$ cat config.mk
export PLATFORM = sky130hd
export DESIGN_NAME = pair_triple_pattern_gen
export DESIGN_NICKNAME = d
export VERILOG_FILES = /design/src/rtl/pair_triple_pattern_gen.sv
export SDC_FILE = /design/constraint.sdc
export NUM_CORES = 1
export LEC_CHECK = 0
export ABC_AREA = 1
export CORE_UTILIZATION = 65
export DETAILED_ROUTE_END_ITERATION = 7
export DONT_BUFFER_PORTS = 1
export GPL_TIMING_DRIVEN = 0
export PLACE_DENSITY_LB_ADDON = 0.3
export SYNTH_ARGS = -nofsm -noshare
export SYNTH_HDL_FRONTEND = slang
export SYNTH_SLANG_ARGS = --single-unit
$ cat constraint.sdc
create_clock -name clk -period 2.4 [get_ports clk]
set_input_delay 0.12 -clock clk [delete_from_list [all_inputs] [get_ports clk]]
set_output_delay 0.12 -clock clk [all_outputs]
set_load 0.02 [all_outputs]
$ cat src/rtl/pair_triple_pattern_gen.sv
// Stimulus generator and checker for a 2-of-3 majority detector: walks all eight
// input patterns (or an LFSR sequence when PTG_LFSR_EN is defined) and counts mismatches.
module pair_triple_pattern_gen (
    input  logic       clk,
    input  logic       rst_n,
    input  logic       start,
    input  logic       mode,
    input  logic [7:0] num_vecs,
    output logic       vec_val,
    input  logic       vec_rdy,
    output logic       in0,
    output logic       in1,
    output logic       in2,
    output logic       exp,
    input  logic       dut_out,
    output logic [7:0] err_cnt,
    output logic       busy,
    output logic       done
);

    // Handshake: a vector moves on every rising edge where vec_val & vec_rdy; while
    // vec_val=1 and vec_rdy=0 the vector and exp are held unchanged.
    typedef enum logic [1:0] {IDLE, RUN, DONE} state_t;

    state_t     state;
    logic [2:0] vec;
    logic [8:0] cnt;
    logic [8:0] cnt_nxt;
    logic [8:0] last_idx;
    logic       xfer;

    assign xfer    = vec_val & vec_rdy;
    assign cnt_nxt = cnt + 9'd1;

`ifdef PTG_LFSR_EN
    logic       mode_q;
    logic [7:0] nv_q;
    logic [7:0] lfsr;
    logic [7:0] lfsr_nxt;

    // Fibonacci LFSR, taps 8,6,5,4 feeding bit 0.
    assign lfsr_nxt = {lfsr[6:0], lfsr[7] ^ lfsr[5] ^ lfsr[4] ^ lfsr[3]};
    assign last_idx = !mode_q ? 9'd7 :
                      (nv_q == 8'd0) ? 9'd255 : ({1'b0, nv_q} - 9'd1);
`else
    logic unused_cfg;
    assign unused_cfg = ^{mode, num_vecs};
    assign last_idx   = 9'd7;
`endif

    assign {in2, in1, in0} = vec;
    assign exp  = (vec[0] & vec[1]) | (vec[0] & vec[2]) | (vec[1] & vec[2]);
    assign busy = (state == RUN);
    assign done = (state == DONE);

    always_ff @(posedge clk or negedge rst_n) begin
        if (!rst_n) begin
            state   <= IDLE;
            vec_val <= 1'b0;
            vec     <= 3'd0;
            cnt     <= 9'd0;
            err_cnt <= 8'd0;
`ifdef PTG_LFSR_EN
            mode_q  <= 1'b0;
            nv_q    <= 8'd0;
            lfsr    <= 8'hA5;
`endif
        end else begin
            case (state)
                IDLE, DONE: begin
                    if (start) begin
                        state   <= RUN;
                        vec_val <= 1'b1;
                        cnt     <= 9'd0;
                        err_cnt <= 8'd0;
`ifdef PTG_LFSR_EN
                        mode_q  <= mode;
                        nv_q    <= num_vecs;
                        lfsr    <= 8'hA5;
                        vec     <= mode ? 3'b101 : 3'd0;
`else
                        vec     <= 3'd0;
`endif
                    end
                end
                RUN: begin
                    if (xfer) begin
                        if ((dut_out != exp) && (err_cnt != 8'hFF))
                            err_cnt <= err_cnt + 8'd1;
                        if (cnt == last_idx) begin
                            state   <= DONE;
                            vec_val <= 1'b0;
                        end else begin
                            cnt <= cnt_nxt;
`ifdef PTG_LFSR_EN
                            lfsr <= lfsr_nxt;
                            vec  <= mode_q ? lfsr_nxt[2:0] : cnt_nxt[2:0];
`else
                            vec  <= cnt_nxt[2:0];
`endif
                        end
                    end
                end
                default: begin
                    state   <= IDLE;
                    vec_val <= 1'b0;
                end
            endcase
        end
    end

endmodule

==> results of run 1 <==
## flip-flops by register name, indices dropped and copies added (netlist names)
signal,cells
err_cnt,8
state,2
vec_val,1
cnt,7
vec,2
## power by group through the flow
stage          sequential, uW  combinational (uW)  clock [uW]
2_1_floorplan             561                 547           0
3_3_place_gp              582                 641           0
3_5_place_dp              589                 675           0
4_1_cts                   581                 688         283
5_1_grt                   597                 760         295
6_report                  583                 689         280
## final cells by class
class	instances	area, um2
Clock inverter	1	30.0
Clock buffer	3	22.5
Sequential cell	20	500
Fill cell	141	393
Multi-Input combinational cell	143	708
Tap cell	25	31.3
Buffer	3	27.5
Timing Repair Buffer	1	10.0
Inverter	21	78.8
## worst max-delay path: cells and delay by family, from the launching register on
family / cells / cell delay (ns)
buf+inv: 1 / 0.08
fa+ha+maj: 1 / 0.30
simple gates: 7 / 0.88
flops: 1 / 0.52
## timing repair
| action | in CTS | in global routing |
|---|---|---|
| gates resized for setup | 0 | 0 |
| hold buffers | 1 | 0 |
| endpoints found under the hold margin | 20 | 0 |
## through the flow
stage               std cells  instance area [um2]
floorplan                 187                 1320
global placement          212                 1350
detailed placement        212                 1350
CTS                       217                 1410
global route              217                 1410
finish                    217                 1410
## worst paths after layout
path,start,endpoint,slack [ns],depth (start not counted)
worst max-delay path,vec[0]$_DFFE_PN0P_,err_cnt[0]$_DFFE_PN0P_,0.53,9
worst min-delay path,vec_rdy,state[0]$_DFFE_PN0P_,0.08,3
worst max register to register,vec[0]$_DFFE_PN0P_,err_cnt[0]$_DFFE_PN0P_,0.53,9
worst min register to register,cnt[8]$_DFFE_PN0P_,cnt[8]$_DFFE_PN0P_,0.53,2
max in group asynchronous,rst_n,err_cnt[7]$_DFFE_PN0P_,1.48,1
min in group asynchronous,rst_n,state[1]$_DFFE_PN0P_,0.37,1
## cell usage after synthesis (all sizes together)
master / n
a21oi: 1
and2: 1
buf: 3
dfrtp: 20
ha: 3
inv: 21
nand2: 72
nand3: 24
nand4: 4
nor2: 21
nor3: 1
o21ai: 7
o21bai: 1
or2: 1
xnor2: 3
xor2: 4
## layer usage
metal	up-vias	wire [um]
met5	-	0
met4	0	51
met3	7	153
met2	41	1410
met1	564	1210
li1	600	-
## cell families (layout without fill, tap and decap cells)
logic type	after synthesis	after routing	share of synthesized area
simple gates	124	124	0.422
flops	20	20	0.381
fa+ha+maj	3	3	0.0285
compound gates	9	9	0.0419
xor+xnor	7	7	0.0466
buf+inv	24	29	0.0809
==> flow_metrics.tcl, run 1 <==
set metrics [dict create \
    status "finished, final reports clean" \
    grt-ovfl-total 0 \
    drc_errors 0 \
    p_sw_frac 0.489 \
    finClkSkew_ns 0.000828 \
    drv_cap 0 \
    power_frac_seq 0.375 \
    cts_tree "done" \
    clockRootBuffer "clkbuf_4" \
    routed_wirelength_mm 2.82 \
    antenna_found_initial 0 \
    dieHeight_um 47.0 \
    required_ns 2.61 \
    holdWs_ns 0.0776 \
    cts_sinks 20 \
    die_w_um 47.0 \
    fin_nets 210 \
    syn_nets 204 \
    grt_max_degree 21 \
    cp_common_cell "nand2_1" \
    drt_iter0_drc 29 \
    drt-vias-per-instance 5.59 \
    area_growth_pct 7.14 \
    synth.largest_area_cell "dfrtp_1" \
    grt_pass1_wl_mm 4.40 \
    top_usage_layer "met2" \
    pin_count 29 \
    p_total_uw 1550 \
    max_freq_mhz 534 \
    met2_usage 0.456 \
    dp_hpwl_mm 2.04 \
    synth_area_leaders "dfrtp_1 (38%), nand2_1 (19%), nand3_1 (8.4%)" \
    synth_area_mm2 0.00132 \
    power.switching_uw 760 \
    grt_use_met3 0.0538 \
    grt_use_met1 0.382 \
    core_mm2 0.00180 \
    yosys_warnings 0 \
    synth_top_area_share 0.381 \
    layout_setup_ws_ns 0.527 \
    clk_latency_ns 0.31 \
    track_usage 0.291 \
    rsz0062_at_grt "no" \
    clockBufferDepth 2 \
    vias 1212 \
    power.density_mw_per_mm2 1100 \
    hold_viol 0 \
    utilization 0.782 \
    start_util 0.730 \
    fin_crit_ns 1.87 \
    end_kind "flop" \
    ant_nets 0 \
    hp-class "in2reg" \
    avgSynthCellArea_um2 7.03 \
    drt-pass1-iter-count 4 \
    ys_ff_latch 20 \
    comb_power_share 0.444 \
    cp-start-kind "flop" \
    intPower_uw 792 \
    crit_type "reg2reg" \
    syn_inst 187 \
    seq_area_frac_synth 0.381 \
    gp_congestion 0.837 \
    layout-drive-gt1-share 0.109 \
    p_clk_frac 0.181 \
    cts_setup_buffers 0 \
    path_cells "ha_1 -> inv_1 -> nand3_1 -> nand2_1 -> nand2_1 -> nand2_4 -> nand2_2 -> nand2_1 -> nand2_1" \
    insertedDiodeCount 0 \
    cp_data_arrival_time_ns 2.08 \
    p_leak_uw 0.000737 \
    io_buffer_count 0 \
    slowest_delay_ns 0.52 \
    ir_worst_vdd_mv 0.846 \
    die_area_mm2 0.00221 \
    final_common_cell "nand2_1" \
    tightest_slew_ns 0.901 \
    slowest_stage "dfrtp_1" \
    layout_common_cells "nand2_1 (68), nand3_1 (22), dfrtp_1 (20)" \
    cp_max_fo 9 \
    fin_crit_sh 0.781 \
    setup-tns-final_ns 0 \
    slew_headroom 0.397 \
    cts_buffers 3 \
    grt_pass1_vias 1025 \
    cts-htree-levels 1 \
    place_ws_ns 0.527 \
    rows 15 \
    setup_viol_count_final 0 \
    drv_slew 0 \
    synth.distinct_cells 25 \
    path_clk_slew_ns 0.12 \
    wire_per_inst_um 13.0 \
]
Note: power is estimated with default switching activity, not from simulation.
==> run 2: changes to the inputs <==
--- a/config.mk
+++ b/config.mk
@@ -6,7 +6,7 @@
 export NUM_CORES = 1
 export LEC_CHECK = 0
 export ABC_AREA = 1
-export CORE_UTILIZATION = 65
+export CORE_UTILIZATION = 56
 export DETAILED_ROUTE_END_ITERATION = 7
 export DONT_BUFFER_PORTS = 1
 export GPL_TIMING_DRIVEN = 0
==> constraint.sdc (replaced) <==
create_clock -name clk -period 1.5 [get_ports clk]
set_input_delay 0.075 -clock clk [delete_from_list [all_inputs] [get_ports clk]]
set_output_delay 0.075 -clock clk [all_outputs]
set_load 0.02 [all_outputs]
==> flow_metrics.tcl, run 2 (synthesis results as in run 1) <==
set metrics [dict create \
    p_sw_frac 0.504 \
    routed_wirelength_mm 3.30 \
    fin_crit_ns 1.49 \
    insertedDiodeCount 0 \
    fill_cells 151 \
    clk_latency_ns 0.33 \
    layout_setup_ws_ns 0.00589 \
    wire_per_inst_um 14.4 \
    max_freq_mhz 669 \
    grt_pass1_wl_mm 5.00 \
    max_flop_register "err_cnt" \
    area_growth_pct 26.3 \
    die_area_mm2 0.00255 \
    grt-ovfl-total 0 \
    drc_errors 0 \
    clockRootBuffer "clkbuf_4" \
    grt_max_degree 21 \
    track_usage 0.265 \
    path_cells "ha_4 -> nand2_4 -> nor2_4 -> nand3_2 -> nand2_4 -> clkbuf_16 -> nand2_2 -> nand2_1" \
    setup_viol_count_final 0 \
    drt-pass1-iter-count 5 \
    layout_common_cells "nand2_1 (55), nand3_1 (20), inv_1 (18)" \
    comb_power_share 0.560 \
    drv_cap 0 \
    power.density_mw_per_mm2 1810 \
    crit_type "reg2reg" \
    p_total_uw 3010 \
    hold_start "vec_rdy" \
    cp-start-kind "flop" \
    slew_headroom 0.371 \
    drt-vias-per-instance 5.55 \
    layout-drive-gt1-share 0.302 \
    slowest_stage "dfrtp_2" \
    die_w_um 50.5 \
    p_leak_uw 0.000794 \
    utilization 0.751 \
    io_buffer_count 0 \
    hp-class "in2reg" \
    required_ns 1.78 \
    rr_startpoint "vec[0]$_DFFE_PN0P_" \
    cts_tree "done" \
    cp_common_cell "nand2_4" \
    finClkSkew_ns 0.00162 \
    rows 17 \
    clockBufferDepth 2 \
    cts_sinks 20 \
    dp_hpwl_mm 2.00 \
    antenna_found_initial 0 \
    cts-htree-levels 1 \
    tightest_slew_ns 0.941 \
    reg2regPathDepth 8 \
    gp_congestion 0.831 \
    power_frac_seq 0.325 \
    cp.buffers_inverters 1 \
    hold_depth 3 \
    crit_family "simple AND/OR/NAND/NOR gates" \
    drv_slew 0 \
    fin_crit_sh 0.996 \
    ff2ff_setup_slack_ns 0.006 \
    dp.cells 215 \
    path_clk_slew_ns 0.13 \
    p_clk_frac 0.115 \
    grt_pass1_vias 1174 \
    ir_worst_vdd_mv 1.31 \
    pin_count 29 \
    end_kind "flop" \
    dieHeight_um 50.5 \
    rsz0062_at_grt "yes" \
    status "finished, final reports clean" \
    cts_buffers 3 \
    fin_nets 220 \
    intPower_uw 1490 \
    reg_top3 "err_cnt x8, cnt x7" \
    place_ws_ns -0.190 \
    cp_data_arrival_time_ns 1.78 \
    holdPathEnd "state[0]$_DFFE_PN0P_" \
    start_util 0.594 \
    ant_nets 0 \
    cp_max_fo 8 \
    fin_cells 230 \
    r2r_end "cnt[4]$_DFFE_PN0P_" \
    slowest_delay_ns 0.53 \
    largest_reg_flops 8 \
    final_common_cell "nand2_1" \
    power.switching_uw 1520 \
    drt_iter0_drc 44 \
    vias 1276 \
    core_mm2 0.00221 \
    holdWs_ns 0.0177 \
    hold_viol 0 \
]
-- run 2: area by class of cell --
| type | count | area (um2) | share of cell area |
|---|---|---|---|
| buffer | 3 | 31.3 | 0.0188 |
| tap | 28 | 35.0 | 0.0211 |
| multi-input combinational | 144 | 870 | 0.524 |
| timing repair buffer | 10 | 98.8 | 0.0595 |
| inverter | 21 | 81.3 | 0.0490 |
| clock buffer | 4 | 36.3 | 0.0219 |
| sequential | 20 | 508 | 0.306 |
-- run 2: power groups by stage --
stage,Combinational (uW),Sequential [uW],Clock [uW]
after global placement,1050,938,0
after global routing,1820,994,358
final,1690,977,347
after detailed placement,1090,943,0
after floorplan,889,903,0
after CTS,1250,970,343
-- run 2: per-layer routing --
metal | vias to the layer above | track usage | part of all wire
li1 | 618 | - | -
met1 | 616 | 0.351 | 0.43
met2 | 35 | 0.413 | 0.50
met3 | 7 | 0.0394 | 0.043
met4 | 0 | 0.144 | 0.021
met5 | - | 0 | 0
-- run 2: what timing repair did --
action                     in CTS  in global routing
setup endpoints to repair      16                 17
hold buffers                    1                  0
buffers inserted                6                  2
cloned                          1                  1
pin swaps                       7                 10
resized for setup              15                 29
hold endpoints to repair       20                  0
-- run 2: worst max-delay path by stage --
stage | from | endpoint | slack, ns | cells past startpoint
2_1_floorplan | err_cnt[0]$_DFFE_PN0P_ | err_cnt[0]$_DFFE_PN0P_ | 0.007 | 8
3_3_place_gp | err_cnt[0]$_DFFE_PN0P_ | err_cnt[7]$_DFFE_PN0P_ | -0.17 | 8
3_5_place_dp | err_cnt[0]$_DFFE_PN0P_ | err_cnt[6]$_DFFE_PN0P_ | -0.19 | 8
4_1_cts | vec[1]$_DFFE_PN0P_ | vec[1]$_DFFE_PN0P_ | 0.002 | 8
5_1_grt | err_cnt[0]$_DFFE_PN0P_ | err_cnt[6]$_DFFE_PN0P_ | -0.06 | 8
6_report | vec[0]$_DFFE_PN0P_ | cnt[4]$_DFFE_PN0P_ | 0.006 | 8
-- run 2: worst register-to-register path: cells and delay by family, from the launching register on --
family | cells | cell delay [ns]
fa+ha+maj | 1 | 0.20
buf+inv | 1 | 0.17
flops | 1 | 0.53
simple gates | 6 | 0.54
-- run 2: stage by stage --
step | cell area (um2) | setup TNS, ns
after floorplan | 1330 | 0
after global placement | 1370 | -1.61
after detailed placement | 1370 | -2.00
after CTS | 1520 | 0
after global routing | 1660 | -0.755
final | 1660 | 0
==> run 3: changes to the inputs <==
--- a/config.mk
+++ b/config.mk
@@ -9,8 +9,7 @@
 export CORE_UTILIZATION = 56
 export DETAILED_ROUTE_END_ITERATION = 7
 export DONT_BUFFER_PORTS = 1
-export GPL_TIMING_DRIVEN = 0
-export PLACE_DENSITY_LB_ADDON = 0.3
+export PLACE_DENSITY_LB_ADDON = 0.08
 export SYNTH_ARGS = -nofsm -noshare
 export SYNTH_HDL_FRONTEND = slang
 export SYNTH_SLANG_ARGS = --single-unit
==> flow_metrics.tcl, run 3 (synthesis results as in run 1) <==
set metrics [dict create \
    drc_errors 0 \
    ant_nets 0 \
    clockBufferDepth 2 \
    largest_reg_flops 8 \
    max_flop_register "err_cnt" \
    drv_slew 0 \
    dieHeight_um 50.5 \
    fin_crit_sh 0.940 \
    routed_wirelength_mm 2.87 \
    fin_nets 232 \
    p_clk_frac 0.121 \
    clk_latency_ns 0.30 \
    setup_viol_count_final 0 \
    gp_congestion 0.840 \
    cp_data_arrival_time_ns 1.33 \
    power.density_mw_per_mm2 1650 \
    status "finished, final reports clean" \
    drt-vias-per-instance 5.20 \
    tightest_slew_ns 0.919 \
    hp-class "in2reg" \
    area_growth_pct 21.2 \
    drt_iter0_drc 28 \
    insertedDiodeCount 0 \
    p_sw_frac 0.478 \
    end_kind "output port" \
    path_cells "buf_4 -> nor2_2 -> buf_4" \
    power_frac_seq 0.296 \
    grt_max_degree 21 \
    die_area_mm2 0.00255 \
    multi_input_area_um2 742 \
    pin_count 29 \
    cts_buffers 3 \
    dp_hpwl_mm 2.09 \
    slowest_delay_ns 0.43 \
    track_usage 0.246 \
    cp_max_fo 9 \
    intPower_uw 1370 \
    slew_headroom 0.385 \
    wire_per_inst_um 11.8 \
    ir_worst_vdd_mv 1.05 \
    power.switching_uw 1260 \
    clockRootBuffer "clkbuf_4" \
    crit_type "reg2out" \
    path_clk_slew_ns 0.13 \
    hold_viol 0 \
    drv_cap 0 \
    cts_sinks 20 \
    seqCellArea_um2 504 \
    drt-pass1-iter-count 4 \
    core_mm2 0.00221 \
    p_leak_uw 0.000841 \
    layout-drive-gt1-share 0.248 \
    holdWs_ns 0.0304 \
    cp-start-kind "flop" \
    p_total_uw 2630 \
    grt_pass1_wl_mm 4.77 \
    max_freq_mhz 709 \
    fin_crit_ns 1.41 \
    required_ns 1.42 \
    final_common_cell "nand2_1" \
    die_w_um 50.5 \
    finClkSkew_ns 0.0149 \
    fill_cells 201 \
    comb_power_share 0.583 \
    cts_tree "done" \
    start_util 0.594 \
    cts-htree-levels 1 \
    grt-ovfl-total 0 \
    vias 1259 \
    grt_pass1_vias 1153 \
    layout_common_cells "nand2_1 (67), buf_4 (25), nand3_1 (21)" \
    io_buffer_count 0 \
    reg_top3 "err_cnt x8, cnt x7" \
    antenna_found_initial 0 \
    slowest_stage "dfrtp_1" \
    rows 17 \
    cp_common_cell "buf_4" \
]
==> run 3: critical path: cells and delay by family, from the launching register on <==
family	cells	cell delay [ns]
buf+inv	2	0.40
flops	1	0.43
simple gates	1	0.21
==> run 3: power by group through the flow <==
stage / Combinational (uW) / Clock, uW / Sequential (uW)
floorplan: 889 / 0 / 903
global placement: 1360 / 0 / 782
detailed placement: 1400 / 0 / 789
CTS: 1460 / 328 / 778
global route: 1690 / 346 / 792
finish: 1540 / 318 / 778
==> run 3: final timing paths <==
| kind | slack, ns | depth (start not counted) | to | start |
|---|---|---|---|---|
| setup / recovery | 0.09 | 3 | busy | state[1]$_DFFE_PN0P_ |
| hold / removal | 0.03 | 3 | state[0]$_DFFE_PN0P_ | vec_rdy |
| setup reg to reg | 0.11 | 7 | err_cnt[0]$_DFFE_PN0P_ | state[0]$_DFFE_PN0P_ |
| hold reg to reg | 0.56 | 2 | cnt[8]$_DFFE_PN0P_ | cnt[8]$_DFFE_PN0P_ |
| max in group asynchronous | 0.53 | 1 | vec[1]$_DFFE_PN0P_ | rst_n |
| min in group asynchronous | 0.34 | 1 | state[0]$_DFFE_PN0P_ | rst_n |
==> run 3: metrics by stage <==
stage | area [um2] | std cells | worst slack (ns) | TNS [ns] | utilization
after floorplan | 1330 | 187 | 0.00684 | 0 | -
after CTS | 1560 | 240 | 0.0169 | 0 | 0.704
after detailed placement | 1500 | 233 | -0.0299 | -0.187 | 0.676
after global routing | 1590 | 242 | -0.00177 | -0.00177 | 0.721
final | 1590 | 242 | 0.0901 | 0 | 0.721
after global placement | 1500 | 233 | 0.0358 | 0 | 0.676
==> run 3: timing repair <==
item | in CTS | in global routing
pin swaps | 1 | 3
gates resized for setup | 0 | 8
hold endpoints to repair | 20 | 0
hold buffers | 1 | 0
buffers inserted | 2 | 2
setup endpoints to repair | 7 | 16
==> run 3: layout make-up <==
type | count | area share
Inverter | 21 | 0.0495
Multi-Input combinational cell | 143 | 0.465
Timing Repair Buffer | 26 | 0.124
Sequential cell | 20 | 0.316
Tap cell | 28 | 0.0220
Clock buffer | 4 | 0.0228
==> run 3: layer usage <==
| metal | GRT usage | share of wire |
|---|---|---|
| met1 | 0.304 | 0.47 |
| met2 | 0.424 | 0.49 |
| met3 | 0.0515 | 0.035 |
| met4 | 0.0787 | 0 |
| met5 | 0 | 0 |
